**config.mk**
```make
export PLATFORM = sky130hd
export DESIGN_NAME = alu32_arbiter
export DESIGN_NICKNAME = d
export VERILOG_FILES = /design/src/rtl/alu32_arbiter.sv
export SDC_FILE = /design/constraint.sdc
export NUM_CORES = 1
export LEC_CHECK = 0
export CAP_MARGIN = 20
export CORE_ASPECT_RATIO = 0.6
export CORE_UTILIZATION = 37
export CTS_CLUSTER_DIAMETER = 30
export CTS_CLUSTER_SIZE = 24
export DETAILED_ROUTE_END_ITERATION = 12
export GPL_ROUTABILITY_DRIVEN = 0
export PLACE_DENSITY = 0.81
export SLEW_MARGIN = 0
export SYNTH_ARGS = -nofsm -noshare
export SYNTH_HDL_FRONTEND = slang
export SYNTH_SLANG_ARGS = --single-unit
```
**constraint.sdc**
```tcl
create_clock -name clk -period 1.8 [get_ports clk]
set_clock_uncertainty 0.2 [all_clocks]
set_input_delay 0.18 -clock clk [delete_from_list [all_inputs] [get_ports clk]]
set_output_delay 0.18 -clock clk [all_outputs]
set_load 0.02 [all_outputs]
```
**src/rtl/alu32_arbiter.sv**
```systemverilog
// Round-robin arbiter/sequencer sharing one external 32-bit ALU between two
// requesters. One operation in flight; the result is held on the owner's
// response channel until it is consumed.
module alu32_arbiter #(
  parameter int unsigned ALU_LAT = 1  // cycles ALU inputs are held before sampling (1..15)
) (
  input  logic        clk,
  input  logic        rst,
  input  logic        r0_valid,
  input  logic        r1_valid,
  output logic        r0_ready,
  output logic        r1_ready,
  input  logic [3:0]  r0_sel,
  input  logic [3:0]  r1_sel,
  input  logic [31:0] r0_x,
  input  logic [31:0] r0_y,
  input  logic [31:0] r1_x,
  input  logic [31:0] r1_y,
  output logic        p0_valid,
  output logic        p1_valid,
  input  logic        p0_ready,
  input  logic        p1_ready,
  output logic [31:0] p0_o,
  output logic [31:0] p1_o,
  output logic [3:0]  p0_flags,
  output logic [3:0]  p1_flags,
  output logic        p0_err,
  output logic        p1_err,
  output logic [3:0]  alu_sel,
  output logic [31:0] alu_x,
  output logic [31:0] alu_y,
  input  logic [31:0] alu_o,
  input  logic        alu_v,
  input  logic        alu_z,
  input  logic        alu_s,
  input  logic        alu_c
);

  typedef enum logic [1:0] {
    IDLE = 2'd0,
    EXEC = 2'd1,
    RESP = 2'd2
  } state_t;

  localparam logic [3:0] CNT_LAST = 4'(ALU_LAT - 1);
  localparam logic [3:0] SEL_MAX  = 4'd9;

  state_t      state_q, state_d;
  logic [3:0]  cnt_q, cnt_d;
  logic        last_q, last_d;
  logic        owner_q, owner_d;
  logic [3:0]  sel_q, sel_d;
  logic [31:0] x_q, x_d;
  logic [31:0] y_q, y_d;
  logic [1:0]  pvalid_q, pvalid_d;
  logic [1:0]  perr_q, perr_d;
  logic [31:0] po_q [2];
  logic [31:0] po_d [2];
  logic [3:0]  pf_q [2];
  logic [3:0]  pf_d [2];

  logic any_req;
  logic grant;
  logic idle;
  logic own_ready;
  logic illegal;

  // Grant selection: a lone requester wins, a tie goes to the one not served last
  always_comb begin
    any_req   = r0_valid | r1_valid;
    grant     = (r0_valid && r1_valid) ? ~last_q : r1_valid;
    idle      = (state_q == IDLE);
    r0_ready  = idle && any_req && !grant;
    r1_ready  = idle && any_req && grant;
    own_ready = owner_q ? p1_ready : p0_ready;
    illegal   = (sel_q > SEL_MAX);
  end

  // Next-state and datapath update
  always_comb begin
    state_d  = state_q;
    cnt_d    = cnt_q;
    last_d   = last_q;
    owner_d  = owner_q;
    sel_d    = sel_q;
    x_d      = x_q;
    y_d      = y_q;
    pvalid_d = pvalid_q;
    perr_d   = perr_q;
    po_d     = po_q;
    pf_d     = pf_q;
    case (state_q)
      IDLE: begin
        if (any_req) begin
          sel_d   = grant ? r1_sel : r0_sel;
          x_d     = grant ? r1_x   : r0_x;
          y_d     = grant ? r1_y   : r0_y;
          owner_d = grant;
          last_d  = grant;
          cnt_d   = '0;
          state_d = EXEC;
        end
      end
      EXEC: begin
        cnt_d = cnt_q + 4'd1;
        if (cnt_q == CNT_LAST) begin
          pvalid_d[owner_q] = 1'b1;
          perr_d[owner_q]   = illegal;
          po_d[owner_q]     = illegal ? '0 : alu_o;
          pf_d[owner_q]     = illegal ? '0 : {alu_v, alu_z, alu_s, alu_c};
          state_d           = RESP;
        end
      end
      RESP: begin
        if (own_ready) begin
          pvalid_d[owner_q] = 1'b0;
          state_d           = IDLE;
        end
      end
      default: state_d = IDLE;
    endcase
  end

  // State and output registers with synchronous reset
  always_ff @(posedge clk) begin
    if (rst) begin
      state_q  <= IDLE;
      cnt_q    <= '0;
      last_q   <= 1'b1;
      owner_q  <= 1'b0;
      sel_q    <= '0;
      x_q      <= '0;
      y_q      <= '0;
      pvalid_q <= '0;
      perr_q   <= '0;
      po_q[0]  <= '0;
      po_q[1]  <= '0;
      pf_q[0]  <= '0;
      pf_q[1]  <= '0;
    end else begin
      state_q  <= state_d;
      cnt_q    <= cnt_d;
      last_q   <= last_d;
      owner_q  <= owner_d;
      sel_q    <= sel_d;
      x_q      <= x_d;
      y_q      <= y_d;
      pvalid_q <= pvalid_d;
      perr_q   <= perr_d;
      po_q     <= po_d;
      pf_q     <= pf_d;
    end
  end

  assign alu_sel  = sel_q;
  assign alu_x    = x_q;
  assign alu_y    = y_q;
  assign p0_valid = pvalid_q[0];
  assign p1_valid = pvalid_q[1];
  assign p0_err   = perr_q[0];
  assign p1_err   = perr_q[1];
  assign p0_o     = po_q[0];
  assign p1_o     = po_q[1];
  assign p0_flags = pf_q[0];
  assign p1_flags = pf_q[1];

endmodule
```
==> out/results.txt, run 1 <==
core area -> 17,400 um2
Max stage delay on crit path -> 0.39 ns
main combinational cell family by area after synthesis -> simple AND/OR/NAND/NOR gates
worst slew pin tran -> 0.669 ns
1st-pass router iterations -> 5
worst skew pair latency -> 0.41 ns
Post-Synthesis Cell Area -> 6680 um2
post-synthesis sequential area ratio -> 0.455
Total GRT Usage -> 0.241
drt initial violations -> 478
worst hold slack -> 0.135 ns
die area -> 18,600 um2
Syn Nets -> 917
Max FO, Critical Path -> 4
Via Count -> 6,981
setup slack after layout -> -0.124 ns
CP endpoint -> p0_o[19]
Worst Setup Start Kind -> flop
flops & latches, synth -> 152
failing checks -> negative setup slack
H-Tree Depth -> 4
Sink Count -> 152
crit-path leading delay family -> simple AND/OR/NAND/NOR gates
Ports -> 324
Setup crit end kind -> flop
WP data arrival -> 2.05 ns
first-pass GRT wire length -> 35,700 um
Main synth FF type -> dfxtp_1
clk buf depth -> 2
Synth Area in Adders -> 0.00375
final hold vios -> 0
Overall Power -> 10.5 mW
Port Buffers -> 323
cell depth of the worst flop-to-flop path -> 7
worst path bufs/invs -> 3
critical path's slowest cell -> or3b_4
Final min period -> 1.92 ns
layout cell share with drive strength beyond 1 -> 0.0925
crit path from -> cnt_q[0]
reg-to-reg setup timing slack -> -0.12 ns
Avg WL per Cell -> 18.5 um
Sequential cell area -> 3050 um2
Max Clk Rate -> 520 MHz
diode count -> 0
Residual DRC -> 0
RSZ-0062 raised after global routing -> true
Layout area overhead -> 68.0%
largest net degree at the start of global routing -> 70
max_slew headroom -> 0.554
fillers -> 1,446
via/cell ratio -> 5.40
vias in the first global route -> 6,630
static leakage -> 4.78 nW
Reg clk slew, reported paths -> 0.07 ns
post-route cell area -> 11,200 um2
Mapped Cells -> 737
post-synthesis simple-gate area fraction -> 0.232
Inserted Clock Buffers -> 17
Synth Area in Compound Gates -> 0.137
Pwr per Cell Area -> 936 nW/um2
total wire length -> 23,900 um
Antenna Nets Post-Route -> 0
pre-CTS setup slack -> -0.0969 ns
worst hold path type -> in2reg
endpoints failing setup -> 38
placed cell areas -> 10,300 um2
CP Depth -> 7
run status -> finished, violations left
nets -> 1,226
Core Util, Final -> 0.645
Post-DP HPWL -> 15,800 um
hold path depth -> 3
initial antenna violation count -> 0
critical path class -> reg2reg
max-slew violation count -> 0
DIE WIDTH -> 175 um
Peak VDD IR -> 0.634 mV
syn_area_per_cell -> 9.07 um2
CTS tree -> done
CTS root buf -> clkbuf_16
critical-path cell list -> inv_2 -> ha_4 -> or3b_4 -> nor3_4 -> buf_6 -> clkbuf_16 -> mux2i_1
Yosys cell types -> 37
area of the multi-input gates -> 3300 um2
FFs w/ async S/R, synth -> 0
Post-synth EDFFs -> 0
Max Cap Violations -> 0
Worst R2R Start -> cnt_q[0]
Tcrit/Tclk final -> 1.07
Post-Synth XOR/XNOR Area -> 0
Die H -> 106 um
mux cell area share after synthesis -> 0.112
GRT overflow -> 0
Std-Cell Rows -> 37
Starting Density -> 0.384
Worst EP required -> 1.93 ns
worst reg2reg endpoint -> p0_o[19]
Yosys warning total -> 0
through the flow:
step	setup TNS [ns]	std cells
after global routing	-7.13	1293
final	-3.22	1293
after detailed placement	-5.02	1248
after floorplan	-0.00658	737
after global placement	-1.49	1248
after CTS	-2.33	1283
sequential cells by signal, indices dropped and copies added (netlist names), named ones only:
register  cells
alu_x        32
alu_y        32
p0_o         32
p1_o         32
alu_sel       4
cnt_q         4
p0_flags      4
p1_flags      4
perr_q        2
state_q       2
last_q        1
owner_q       1
per-layer routing:
layer,vias up,GRT usage,part of all wire
li1,3294,-,-
met1,3345,0.305,0.44
met2,314,0.393,0.46
met3,28,0.0758,0.084
met4,0,0.0702,0.016
met5,-,0,0
repair_timing:
item,4_1_cts,5_1_grt
buffers inserted,1,5
gates resized for setup,13,46
hold buffers,1,0
endpoints found under the setup margin,46,103
gates cloned,1,5
hold endpoints to repair,7,0
pin swaps,1,2
tightest hold or removal path, stage by stage:
cell,delay (ns)
clkdlybuf4s50_1,0.39
nand3_1,0.06
a31oi_1,0.06
cells by family (layout without fill, tap and decap cells):
logic type      count (synthesis)  after routing
simple gates                  268            268
compound gates                158            158
flops                         152            152
buf+inv                        82            404
mux                            75             75
fa+ha+maj                       2              2
synth_stat cells, types with 3 or more instances:
cell type / instances / area share
a21oi_1: 4 / 0.0030
a31oi_1: 71 / 0.066
buf_2: 18 / 0.013
buf_6: 4 / 0.0067
clkbuf_1: 51 / 0.029
dfxtp_1: 152 / 0.46
inv_1: 3 / 0.0017
mux2i_1: 75 / 0.11
nand2_1: 4 / 0.0022
nand2b_1: 76 / 0.071
nand3_1: 139 / 0.10
nand3b_1: 36 / 0.040
nor2_1: 3 / 0.0017
o211ai_1: 3 / 0.0034
o21ai_1: 71 / 0.053
cells in the final DEF, fill, tap and decap left out, types with 3 or more instances in the layout:
master           instances
clkinv_4                 3
nand2b_1                75
clkdlybuf4s50_1        276
nand3_1                138
buf_6                    4
mux2i_1                 75
nand3b_1                36
a31oi_1                 71
inv_6                    4
o211ai_1                 3
a21oi_1                  4
buf_12                  18
dlygate4sd2_1            7
buf_4                   21
inv_8                    3
dfxtp_1                149
clkbuf_16               20
o21ai_1                 71
nand2_1                  4
inv_2                    3
dlymetal6s2s_1          37
layout make-up:
class                      instances  area share
tap                              234      0.0261
multi-input combinational        503       0.294
sequential                       152       0.272
inverter                           4     0.00134
clock inverter                    14      0.0139
timing repair buffer             368       0.354
clock buffer                      18      0.0391
power by group:
group	leakage [nW]	total [mW]	switching [mW]	internal, mW
registers	1.24	3.85	0.182	3.66
logic	3.25	3.00	1.49	1.51
clock network	0.287	3.65	1.64	2.01
worst min path at each step:
stage,startpoint,end,slack [ns]
after floorplan,p1_ready,flop,0.1
after global placement,flop,flop,0.25
after detailed placement,p0_o[22],p0_o[22],0.26
after CTS,r0_x[16],alu_x[16],0.12
after global routing,r0_y[7],alu_y[7],0.14
final,r0_x[15],alu_x[15],0.14
No activity file was read; power rests on OpenSTA's default activity.
==> run 2: changes to the inputs <==
Settings changed: CORE_MARGIN from default to 2.
==> run 2 against run 1 <==
Flip-flop and latch count stayed put. The run still ends with negative setup slack left. Core utilization is 1.8 points lower. Clock-buffer cell count is 1 higher. Clock power is 6.8% lower. Cell area hardly changed. Critical path depth stayed put. Sequential share of layout area hardly changed. Register-to-register slack better by 0.02 ns.
==> out/results.txt, run 2 (synthesis gave the netlist of run 1 again) <==
Max stage delay on crit path -> 0.39 ns
GRT overflow -> 0
Hold Path Origin -> r0_x[15]
Starting Density -> 0.374
post-route setup TNS -> -2.92 ns
Post-DP HPWL -> 16,200 um
Inserted Clock Buffers -> 17
most frequent cells in the layout -> clkdlybuf4s50_1 (257), dfxtp_1 (149), nand3_1 (138)
total wire length -> 24,400 um
Worst Hold End -> alu_x[15]
Sink Count -> 152
worst path bufs/invs -> 3
endpoints failing setup -> 38
H-Tree Depth -> 4
placed cell areas -> 10,300 um2
max_slew headroom -> 0.758
Worst R2R Start -> cnt_q[0]
initial antenna violation count -> 2
crit path from -> cnt_q[0]
vias in the first global route -> 6,669
post-route cell area -> 11,200 um2
Pwr per Cell Area -> 911 nW/um2
cell depth of the worst flop-to-flop path -> 7
die area -> 19,200 um2
WP data arrival -> 2.04 ns
highest routing layer actually used -> met5
Total GRT Usage -> 0.239
Residual DRC -> 0
via/cell ratio -> 5.33
Std-Cell Rows -> 38
Setup crit end kind -> flop
final cell count without fillers -> 1,303
Max Cap Violations -> 0
largest net degree at the start of global routing -> 69
CTS root buf -> clkbuf_16
crit-path leading delay family -> simple AND/OR/NAND/NOR gates
critical path class -> reg2reg
drt initial violations -> 475
most common cell after layout, fill and taps aside -> clkdlybuf4s50_1
failing checks -> negative setup slack
Max FO, Critical Path -> 10
Ports -> 324
Final min period -> 1.91 ns
Port Buffers -> 323
Avg WL per Cell -> 18.7 um
RSZ-0062 raised after global routing -> true
setup slack after layout -> -0.106 ns
reg-to-reg setup timing slack -> -0.11 ns
Antenna Nets Post-Route -> 0
layout cell share with drive strength beyond 1 -> 0.0951
Tcrit/Tclk final -> 1.06
Worst EP required -> 1.93 ns
Die H -> 108 um
worst hold slack -> 0.136 ns
DR WL met3 -> 2200 um
hold path depth -> 3
Max Clk Rate -> 525 MHz
max-slew violation count -> 0
pre-CTS setup slack -> -0.210 ns
critical-path cell list -> inv_2 -> ha_4 -> or3b_4 -> nor3_4 -> buf_4 -> buf_12 -> mux2i_1
worst slew pin tran -> 0.363 ns
Worst Setup Start Kind -> flop
nets -> 1,229
Placed Cells -> 1,260
static leakage -> 4.98 nW
worst reg2reg endpoint -> p0_o[21]
Reg clk slew, reported paths -> 0.07 ns
worst hold path type -> in2reg
DRT met1 WL -> 10,800 um
critical path's slowest cell -> or3b_4
worst skew pair latency -> 0.41 ns
Peak VDD IR -> 0.515 mV
CTS tree -> done
final hold vios -> 0
core area -> 17,900 um2
Overall Power -> 10.2 mW
run status -> finished, violations left
Via Count -> 6,943
DIE WIDTH -> 177 um
Layout area overhead -> 67.8%
metal2 WL -> 11,000 um
clk buf depth -> 2
Core Util, Final -> 0.627
first-pass GRT wire length -> 35,900 um
1st-pass router iterations -> 5
run 2: cell types whose count changed in the layout (fill, tap and decap cells not counted), sizes merged:
cell / delta
bufbuf: -1
bufinv: -1
dlygate4sd2: +9
buf: +2
dlymetal6s2s: +10
clkbuf: +2
clkdlybuf4s15: +1
clkinv: -1
clkdlybuf4s50: -19
clkinvlp: +1
diode: +1
run 2: worst max path at each step:
stage,slack (ns),cells past startpoint,end
final,-0.11,7,p0_o[21]
after global routing,-0.20,7,p0_o[2]
after CTS,-0.09,7,p0_o[31]
after detailed placement,-0.21,5,r1_ready
after global placement,-0.20,5,r1_ready
after floorplan,-0.0007,7,p0_o[13]
run 2: timing repair:
action / in CTS / in global routing
hold buffers: 1 / 0
gates cloned: 2 / 4
gates resized for setup: 27 / 53
buffers inserted: 1 / 2
pin swaps: 0 / 1
hold endpoints to repair: 5 / 0
endpoints found under the setup margin: 55 / 89
run 2: power by group:
| part | internal, mW | switching (mW) |
|---|---|---|
| Clock | 1.85 | 1.56 |
| Sequential | 3.66 | 0.177 |
| Combinational | 1.47 | 1.51 |
run 2: worst min-delay path: cells and delay by family:
kind,cells,cell delay [ns]
buf+inv,1,0.39
simple gates,1,0.06
compound gates,1,0.06
run 2: layout make-up:
cell class / instances / area, um2
inverters: 4 / 15.0
repair buffers: 371 / 3990
fillers: 1497 / 6660
flip-flops and latches: 152 / 3050
multi-input cells: 503 / 3300
clock buffers: 19 / 443
well taps: 240 / 300
clock inverters: 13 / 111
diodes: 1 / 2.50
run 2: routing by layer:
| metal | vias to the layer above | track usage |
|---|---|---|
| met5 | - | 0 |
| met4 | 2 | 0.0744 |
| met3 | 33 | 0.0728 |
| met2 | 333 | 0.387 |
| met1 | 3276 | 0.306 |
| li1 | 3299 | - |
==> RTL change 1: new RTL, config.mk and constraints of run 2 <==
`x_q` and `y_q` no longer have a reset.
--- a/src/rtl/alu32_arbiter.sv
+++ b/src/rtl/alu32_arbiter.sv
@@ -129,8 +129,6 @@
       last_q   <= 1'b1;
       owner_q  <= 1'b0;
       sel_q    <= '0;
-      x_q      <= '0;
-      y_q      <= '0;
       pvalid_q <= '0;
       perr_q   <= '0;
       po_q[0]  <= '0;
@@ -143,13 +141,16 @@
       last_q   <= last_d;
       owner_q  <= owner_d;
       sel_q    <= sel_d;
-      x_q      <= x_d;
-      y_q      <= y_d;
       pvalid_q <= pvalid_d;
       perr_q   <= perr_d;
       po_q     <= po_d;
       pf_q     <= pf_d;
     end
+  end
+
+  always_ff @(posedge clk) begin
+    x_q <= x_d;
+    y_q <= y_d;
   end
 
   assign alu_sel  = sel_q;
Function: changed (a bounded check fails within 4 cycles, from zero or initial values and one cycle with rst high).
==> RTL change 1 against run 2 <==
- maximum frequency grew 6.8%
- wire length fell by 21%
- critical path depth is 1 lower
- sequential cell count unchanged
- worst setup slack gained 0.12 ns
- total power grew 3.5%
- clock power grew 5%
- count of clock-buffer cells in the layout grew 2
- synthesized area shrank 3.4%
- final area down 2.4%
- largest cell class unchanged
- highest routed layer is now met4
==> RTL change 1: results <==
export IMPL_clkLatencyLatePin_ns=0.40
export IMPL_critPathArrivalTime_ns=1.87
export IMPL_syn_num_nets=675
export IMPL_fin_util_pct=64.1
export IMPL_drive_gt1_share_pct=18.2
export IMPL_grt_pass1_vias=5186
export IMPL_firstDrtPassIters=4
export IMPL_internal_power_mw=7.59
export IMPL_grt_pass1_wl_um=29100
export IMPL_drtIter0Drc=200
export IMPL_insertedDiodeCount=0
export IMPL_cts_setup_buffers=0
export IMPL_cts_path_max_buffers=2
export IMPL_synth_compound_area_share_pct=2.56
export IMPL_grt_max_degree=91
export IMPL_numPortBuffers=323
export IMPL_cts_htree_levels=4
export IMPL_cts_clk_slew_worst_paths_ns=0.07
export IMPL_via_count=5095
export IMPL_synth_fa_ha_area_share_pct=0.388
export IMPL_synthMuxAreaShare_pct=23.3
export IMPL_synth_cell_types=38
export IMPL_drv_cap=0
export IMPL_synth_common_cells="dfxtp_1, mux2i_1, nand2b_1"
export IMPL_hpwl_um=14000
export IMPL_instances_no_fill=1086
export IMPL_r2r_slack_ns=0.02
export IMPL_post_dp_cell_area_um2=10200
export IMPL_fillers=1318
export IMPL_path_max_fanout=19
export IMPL_nets=1019
export IMPL_syn_avg_cell_area_um2=13.0
export IMPL_p_leak_nw=4.94
export IMPL_ir_drop_uv=460
export IMPL_synth_edff_count=64
export IMPL_status="finished, final reports clean"
export IMPL_max_slew_margin_pct=75.4
export IMPL_post_drt_wl_per_cell_um=17.8
export IMPL_synth_area_leaders="edfxtp_1, dfxtp_1, mux2i_1"
export IMPL_ys_seq_area_share_pct=57.1
export IMPL_antenna_found_initial=0
export IMPL_grt_total_usage_pct=20.5
export IMPL_hp_class="input pin to flop"
RTL change 1: cell count changes after synthesis, moves of 5 or more:
cell / before / now
mux2_2: 0 / 64
dfxtp_1: 152 / 88
buf_2: 18 / 3
edfxtp_1: 0 / 64
a211oi_1: 1 / 6
a31oi_1: 71 / 1
nand3_1: 139 / 2
o21ai_1: 71 / 1
clkbuf_1: 51 / 25
RTL change 1: power groups by stage:
stage          Combinational (mW)  Clock, mW  Sequential (mW)
2_1_floorplan               0.835          0             4.76
3_3_place_gp                 2.73          0             4.29
3_5_place_dp                 2.76          0             4.30
4_1_cts                      2.79       3.66             4.23
5_1_grt                      2.92       3.83             4.27
6_report                     2.77       3.58             4.23
RTL change 1: final cells by class:
cell class              instances  area share [%]
clock inverters                11           0.880
multi-input cells             304            24.1
repair buffers                359            33.8
flip-flops and latches        152            33.7
well taps                     234            2.67
inverters                       5           0.206
clock buffers                  21            4.60
RTL change 1: timing repair:
action,in CTS,in global routing
cloned,2,1
setup endpoints to repair,86,89
gates resized for setup,22,38
RTL change 1: critical path: stages (launching register included):
cell	delay, ns
dfxtp_2	0.32
inv_2	0.06
ha_4	0.13
nand2b_4	0.05
or4b_4	0.55
buf_12	0.20
mux2i_1	0.13
RTL change 1: worst paths after layout:
| kind | from | to | depth (start not counted) |
|---|---|---|---|
| setup / recovery | cnt_q[1] | p1_flags[1] | 6 |
| hold reg to reg | flop | flop | 2 |
| setup reg to reg | cnt_q[1] | p1_flags[1] | 6 |
| hold / removal | rst | cnt_q[1] | 3 |
RTL change 1: logic make-up (layout without fill, tap and decap cells):
| family | after synthesis | count (layout) |
|---|---|---|
| compound gates | 25 | 25 |
| fa+ha+maj | 2 | 2 |
| buf+inv | 39 | 396 |
| flops | 152 | 152 |
| mux | 142 | 142 |
| simple gates | 135 | 135 |
RTL change 1: per-stage QoR:
stage,setup WS [ns],hold WS [ns],setup TNS [ns],total power [mW]
3_3_place_gp,-0.334,0.238,-37.14,7.03
5_1_grt,-0.0324,0.0857,-0.537,11.0
6_report,0.0152,0.0911,0,10.6
2_1_floorplan,-0.368,0.169,-25.48,5.60
4_1_cts,0.0000341,0.0597,0,10.7
3_5_place_dp,-0.362,0.253,-39.26,7.06
RTL change 1: layer usage:
| layer | routed length, um | GRT usage [%] |
|---|---|---|
| met5 | 0 | 0 |
| met4 | 229 | 5.40 |
| met3 | 912 | 5.11 |
| met2 | 9440 | 34.0 |
| met1 | 8750 | 26.9 |
==> RTL change 2: new RTL, settings of run 2 <==
Without the edit above. `SEL_MAX`: 4'd9 -> 4'd4.
--- a/src/rtl/alu32_arbiter.sv
+++ b/src/rtl/alu32_arbiter.sv
@@ -43,7 +43,7 @@
   } state_t;
 
   localparam logic [3:0] CNT_LAST = 4'(ALU_LAT - 1);
-  localparam logic [3:0] SEL_MAX  = 4'd9;
+  localparam logic [3:0] SEL_MAX  = 4'd4;
 
   state_t      state_q, state_d;
   logic [3:0]  cnt_q, cnt_d;
Check against the original RTL: not equivalent (Yosys sat finds a counterexample within 4 cycles, from zero or initial values and one cycle with rst high).
==> RTL change 2 against run 2 <==
- total power is 2.5% higher
- core utilization down 0.40 points
- worst setup slack better by 0.14 ns
- synthesized area grew 2.5%
- register-to-register slack gained 0.18 ns
- via count is 1.5% higher
- sequential cell count unchanged
- hold slack improved by 0.0042 ns
- critical path depth shrank 6
- synthesized cell count is 1.4% higher
- final area up 0.68%
- wire length down 3.6%
==> RTL change 2: results <==
export IMPL_worst_path_largest_cell_delay_ns=0.62
export IMPL_post_drt_wl_per_cell_um=18.0
export IMPL_ys_seq_area_share_pct=44.4
export IMPL_path_max_fanout=2
export IMPL_grt_use_met2_pct=38.8
export IMPL_internal_power_mw=7.08
export IMPL_synth_area_leaders="dfxtp_1, o32ai_2, nand3_1"
export IMPL_drtIter0Drc=443
export IMPL_critPathArrivalTime_ns=1.38
export IMPL_postSynthCellCount=747
export IMPL_hp_class="input pin to flop"
export IMPL_use_met1_pct=27.9
export IMPL_wl_um=23500
export IMPL_p_per_area_nw_per_um2=928
export IMPL_top_layer_used="met4"
export IMPL_hpwl_um=16300
export IMPL_firstDrtPassIters=5
export IMPL_syn_num_nets=927
export IMPL_insertedDiodeCount=0
export IMPL_synth_common_cells="dfxtp_1, nand3_1, inv_1"
export IMPL_post_dp_cell_area_um2=10500
export IMPL_met3WireLength_um=2120
export IMPL_cts_htree_levels=4
export IMPL_numCtsBuffers=17
export IMPL_grt_total_usage_pct=22.7
export IMPL_clkLatencyLatePin_ns=0.40
export IMPL_cts_path_max_buffers=2
export IMPL_p_leak_nw=4.36
export IMPL_ir_drop_uv=579
export IMPL_synth_cell_types=32
export IMPL_crit_family="buffers and inverters"
export IMPL_drv_cap=0
export IMPL_status="finished, final reports clean"
export IMPL_via_count=7049
export IMPL_root_buffer="clkbuf_16"
export IMPL_cts_clk_slew_worst_paths_ns=0.07
export IMPL_yosysWarnings=0
export IMPL_nets=1233
export IMPL_drive_gt1_share_pct=14.7
export IMPL_numPortBuffers=323
export IMPL_crit_slowest_cell="clkdlybuf4s50_1"
export IMPL_grt_pass1_wl_um=35900
export IMPL_met3_usage_pct=7.09
export IMPL_wl_met1_um=9830
export IMPL_grt_max_degree=55
export IMPL_grt_pass1_vias=6864
export IMPL_place_ws_ns=-0.123
export IMPL_fillers=1498
export IMPL_antenna_found_initial=0
export IMPL_max_slew_worst_pin_slew_ns=0.513
export IMPL_wl_met2_um=11200
export IMPL_multiInputGateArea_um2=3130
export IMPL_async_flop_share_pct=0
-- RTL change 2: cell count changes in the layout (fill, tap and decap cells not counted), moves of 38 or more --
cell	before	now
nand2_1	3	41
nand2b_1	75	4
o21ai_1	71	1
inv_1	1	77
o32ai_2	0	57
mux2i_1	74	0
o21ai_0	0	72
-- RTL change 2: worst paths after layout --
check                                  from          end  slack [ns]  cells after the start
worst min-delay path               r0_y[18]    alu_y[18]        0.14                      3
worst max-delay path               alu_y[9]     alu_y[9]        0.04                      1
worst max register to register     cnt_q[0]     p0_o[24]        0.07                      8
worst min register to register  p0_flags[1]  p0_flags[1]        0.28                      2
-- RTL change 2: worst register-to-register path, stage by stage, from the launching register on --
cell	delay [ns]
dfxtp_2	0.32
inv_2	0.07
ha_4	0.12
nor4bb_4	0.19
buf_6	0.16
nand4_4	0.13
buf_8	0.19
buf_16	0.14
o32ai_2	0.12
-- RTL change 2: timing repair --
action	CTS	global route
buffers inserted	6	0
hold buffers	1	0
resized for setup	18	39
cloned	2	0
pin swaps	1	1
setup endpoints to repair	65	101
endpoints found under the hold margin	10	0
-- RTL change 2: power groups by stage --
stage               clock [mW]  combinational (mW)  sequential [mW]
floorplan                    0                1.28             4.26
global placement             0                3.09             3.92
detailed placement           0                3.12             3.93
CTS                       3.47                3.24             3.86
global route              3.60                3.41             3.90
finish                    3.39                3.23             3.86
-- RTL change 2: layout make-up --
type                    instances  share of cell area [%]
clock buffers                  19                    3.92
clock inverters                13                   0.986
inverters                      78                    2.59
multi-input cells             434                    27.7
flip-flops and latches        152                    27.0
well taps                     240                    2.66
repair buffers                370                    35.1
-- RTL change 2: kinds of logic after synthesis --
logic type	after synthesis	share of synthesized area, %
compound gates	228	28.8
fa+ha+maj	2	0.365
buf+inv	161	11.1
flops	152	44.4
simple gates	204	15.3
